**src/rtl/uart_rx.sv**
```systemverilog
// 8N1 serial receiver: oversampled start/data/stop detection feeding a
// single-byte holding register with valid/read handshake and overrun flag.
module uart_rx #(
    parameter int OVERSAMPLE = 16
) (
    input  logic       ck,
    input  logic       rst,
    input  logic       sample_ck,
    input  logic       rx,
    input  logic       re,
    output logic [7:0] out,
    output logic       valid,
    output logic       overrun,
    output logic       frame_err
);

    localparam int CW = $clog2(OVERSAMPLE);
    localparam logic [CW-1:0] CNT_MID = CW'(OVERSAMPLE / 2 - 1);
    localparam logic [CW-1:0] CNT_END = CW'(OVERSAMPLE - 1);

    typedef enum logic [2:0] {
        S_IDLE,
        S_START,
        S_DATA,
        S_STOP,
        S_BREAK
    } state_t;

    state_t        state_q, state_d;
    logic [1:0]    sync_q;
    logic [CW-1:0] cnt_q, cnt_d;
    logic [2:0]    nbit_q, nbit_d;
    logic [7:0]    sh_q, sh_d;
    logic [7:0]    out_q, out_d;
    logic          valid_q, valid_d;
    logic          overrun_q, overrun_d;
    logic          ferr_q, ferr_d;
    logic          load;
    logic          rx_s;

    assign rx_s = sync_q[1];

    always_comb begin
        state_d   = state_q;
        cnt_d     = cnt_q;
        nbit_d    = nbit_q;
        sh_d      = sh_q;
        ferr_d    = 1'b0;
        load      = 1'b0;
        if (sample_ck) begin
            case (state_q)
                S_IDLE: begin
                    if (!rx_s) begin
                        state_d = S_START;
                        cnt_d   = '0;
                    end
                end
                S_START: begin
                    // Mid-start re-check rejects glitches shorter than half a bit.
                    if (cnt_q == CNT_MID) begin
                        cnt_d  = '0;
                        nbit_d = 3'd0;
                        state_d = rx_s ? S_IDLE : S_DATA;
                    end else begin
                        cnt_d = cnt_q + CW'(1);
                    end
                end
                S_DATA: begin
                    if (cnt_q == CNT_END) begin
                        sh_d  = {rx_s, sh_q[7:1]};
                        cnt_d = '0;
                        if (nbit_q == 3'd7) state_d = S_STOP;
                        else                nbit_d  = nbit_q + 3'd1;
                    end else begin
                        cnt_d = cnt_q + CW'(1);
                    end
                end
                S_STOP: begin
                    if (cnt_q == CNT_END) begin
                        cnt_d = '0;
                        if (rx_s) begin
                            load    = 1'b1;
                            state_d = S_IDLE;
                        end else begin
                            ferr_d  = 1'b1;
                            state_d = S_BREAK;
                        end
                    end else begin
                        cnt_d = cnt_q + CW'(1);
                    end
                end
                S_BREAK: begin
                    if (rx_s) state_d = S_IDLE;
                end
                default: state_d = S_IDLE;
            endcase
        end
    end

    // A read coinciding with a load retires the old byte, so no overrun.
    always_comb begin
        out_d     = out_q;
        valid_d   = valid_q;
        overrun_d = overrun_q;
        if (load) begin
            out_d     = sh_q;
            valid_d   = 1'b1;
            overrun_d = valid_q & ~re;
        end else if (re && valid_q) begin
            valid_d   = 1'b0;
            overrun_d = 1'b0;
        end
    end

    always_ff @(posedge ck) begin
        if (rst) begin
            sync_q    <= 2'b11;
            state_q   <= S_IDLE;
            cnt_q     <= '0;
            nbit_q    <= 3'd0;
            sh_q      <= 8'd0;
            out_q     <= 8'd0;
            valid_q   <= 1'b0;
            overrun_q <= 1'b0;
            ferr_q    <= 1'b0;
        end else begin
            sync_q    <= {sync_q[0], rx};
            state_q   <= state_d;
            cnt_q     <= cnt_d;
            nbit_q    <= nbit_d;
            sh_q      <= sh_d;
            out_q     <= out_d;
            valid_q   <= valid_d;
            overrun_q <= overrun_d;
            ferr_q    <= ferr_d;
        end
    end

    assign out       = out_q;
    assign valid     = valid_q;
    assign overrun   = overrun_q;
    assign frame_err = ferr_q;

endmodule
```
**config.mk**
```make
export PLATFORM = sky130hd
export DESIGN_NAME = uart_rx
export DESIGN_NICKNAME = d
export VERILOG_FILES = /design/src/rtl/uart_rx.sv
export SDC_FILE = /design/constraint.sdc
export NUM_CORES = 1
export LEC_CHECK = 0
export CAP_MARGIN = 5
export CORE_ASPECT_RATIO = 2
export CORE_MARGIN = 8
export CORE_UTILIZATION = 43
export DETAILED_ROUTE_END_ITERATION = 16
export GPL_TIMING_DRIVEN = 1
export PLACE_DENSITY = 0.72
export RECOVER_POWER = 25
export REMOVE_ABC_BUFFERS = 1
export SETUP_SLACK_MARGIN = 0.02
export SLEW_MARGIN = 20
export SYNTH_ARGS = -nofsm -noshare
export SYNTH_HDL_FRONTEND = slang
export SYNTH_SLANG_ARGS = --single-unit
```
**constraint.sdc**
```tcl
create_clock -name ck -period 3.3 [get_ports ck]
set_input_delay 0.33 -clock ck [delete_from_list [all_inputs] [get_ports ck]]
set_output_delay 0.33 -clock ck [all_outputs]
set_load 0.01 [all_outputs]
```
==> metrics.md <==
| Metric | Value |
|---|---|
| Pwr/cell area | 429 mW/mm² |
| Die height | 98.8 µm |
| Final ANT Viol Nets | 0 |
| # clock sinks | 31 |
| Worst Path Required | 3450 ps |
| Hold WS | 415 ps |
| Crit Path Class | input pin to flip-flop |
| Starting Density | 44.1% |
| Rel. slew slack | 8.56% |
| Layout area overhead | 15.3% |
| Total Wirelength | 3200 µm |
| EDFF count, synth | 0 |
| Max Freq | 470 MHz |
| Post-route clock period utilization | 64.4% |
| Final setup fails | 0 |
| Area contributors post-synth | dfxtp_1 (42%), a21oi_1 (7.8%), o21ai_0 (7.8%) |
| Final setup skew | 8.44 ps |
| Post-synth ARST share | 0% |
| DIE AREA | 0.00567 mm² |
| Max IR drop VDD | 0.339 mV |
| Final worst setup slack | 1170 ps |
| Worst skew pair latency | 280 ps |
| Via count | 1300 |
| All-Layer GR Usage | 11.8% |
| Dpl hpwl | 2240 µm |
| Final TNS setup | 0 ps |
| Root Buffer | clkbuf_8 |
| Area share of the leading cell type in the synthesized netlist | 42.1% |
| Status | finished clean |
| First-pass GRT wire length | 5530 µm |
| H-Tree Level Count | 2 |
| Final core utilization | 50.8% |
| Synth Instances | 169 |
| Yosys warns | 0 |
| Setup bufs post-CTS | 0 |
| Drt drc | 0 |
| Synth cell types | 42 |
| First-pass DRT Iterations | 4 |
| Final Net Count | 186 |
| Crit end category | flip-flop |
| Worst-case clock buffer depth | 2 |
| Min-delay worst type | flip-flop to flip-flop |
| Max_cap viols | 0 |
| Top cells by count, synth | dfxtp_1 (31), a21oi_1 (23), o21ai_0 (23) |
| Avg Cell Area, Syn | 8.71 µm² |
| Crit path time final | 2130 ps |
| Top-level I/O count | 16 |
| Post-synth top flop | dfxtp_1 |
| Slew Viols, Final | 0 |
| CTS Buf Count | 5 |
| Row count | 30 |
| Total power | 0.729 mW |
| RSZ-0062 raised after global routing | false |
| Vias in the first global route | 1266 |
| First DRT Iteration DRCs | 58 |
| Setup crit start kind | input pin |
| Total core area | 0.00334 mm² |
| Largest net degree at the start of global routing | 35 |
| Yosys top cell by area | dfxtp_1 |
| CTS tree | yes |
| Most common cell in the synthesized netlist | dfxtp_1 |
| Mapped cell area | 0.00147 mm² |
| Worst-Margin Slew | 1370 ps |
| Port Buffers | 15 |
| Leak | 0.620 nW |
| CTS clock-pin slew for the worst setup and hold paths | 70 ps |
| Proportion of layout cells with a drive suffix above 1 | 7.82% |
| Hold Buf Count CTS | 0 |
| Gpl congestion | 0.841 |
| Post-cts sizing count | 0 |
| Antenna Cells | 0 |
| Data arrival, critical path | 2280 ps |
| Post-place setup slack | 1040 ps |
| Initial antenna violation count | 0 |
| WL/cell | 15.2 µm |
| Fillers | 299 |
| Post-synthesis register bit count | 31 |
| Via/cell ratio | 6.16 |
| Grt ovf | 0 |
| Max Fanout on Critical Path | 34 |
| Width of the chip | 57.4 µm |
| Final hold viol count | 0 |
| Sequential element share of the synthesized area | 42.1% |
## area by class of cell
class	instances	area, µm²	share of cell area [%]
repair buffers	17	161	9.51
inverters	2	7.51	0.442
multi-input cells	121	764	45.0
flip-flops and latches	31	621	36.6
clock buffers	7	96.3	5.67
well taps	32	40.0	2.36
clock inverters	1	7.51	0.442
## sequential cells by signal, summed over array words and instances, names as in the netlist
signal,flops
out,8
sync_q,2
sh_q,8
cnt_q,4
nbit_q,3
state_q,3
valid,1
frame_err,1
overrun,1
## cells by family after synthesis
kind of cell / count (synthesis) / synth area share [%]
compound gates: 56 / 21.2
xor+xnor: 2 / 1.19
fa+ha+maj: 3 / 2.55
buf+inv: 17 / 5.95
flops: 31 / 42.1
mux: 4 / 2.72
simple gates: 56 / 24.2
## worst paths after layout
path,to,depth (start not counted),startpoint,slack (ps)
setup reg to reg,state_q[1]$_SDFFE_PP0P_,4,cnt_q[0]$_SDFFE_PP0P_,1320
hold reg to reg,sync_q[1]$_SDFF_PP1_,1,sync_q[0]$_SDFF_PP1_,410
setup / recovery,nbit_q[2]$_SDFFE_PP0P_,5,rst,1170
hold / removal,sync_q[1]$_SDFF_PP1_,1,sync_q[0]$_SDFF_PP1_,410
## cells in the final DEF, fill, tap and decap left out, drive strengths merged, types with 4 or more instances in the layout
cell type	n
nand2b	6
clkdlybuf4s50	7
dfxtp	31
clkbuf	8
dlygate4sd3	8
nand3	12
o21ai	23
mux2i	4
a21oi	23
nand4	9
## power breakdown
part	leakage [nW]	total, mW	switching (mW)	internal [mW]
registers	0.250	0.380	0.00409	0.376
clock network	0.0505	0.327	0.138	0.189
logic	0.319	0.0215	0.0118	0.00968
total	0.620	0.729	0.154	0.575
## per-stage QoR
stage | cell area, µm² | cells
2_1_floorplan | 1390 | 154
3_3_place_gp | 1600 | 203
3_5_place_dp | 1600 | 203
4_1_cts | 1700 | 211
5_1_grt | 1700 | 211
6_report | 1700 | 211
## per-layer routing
layer | global-route usage (%) | vias up | share of wire, % | wire length [µm]
met5 | 0 | - | 0 | 0
met4 | 6.03 | 0 | 1.9 | 62
met3 | 3.39 | 8 | 4.8 | 154
met2 | 21.9 | 37 | 54 | 1720
met1 | 11.2 | 615 | 39 | 1260
li1 | - | 640 | - | -
## worst max-delay path, stage by stage
cell	delay, ps
dlygate4sd3_1	520
clkbuf_1	1000
nor4b_1	200
nand2_1	150
mux2i_1	70
No activity file was read; power rests on OpenSTA's default activity.
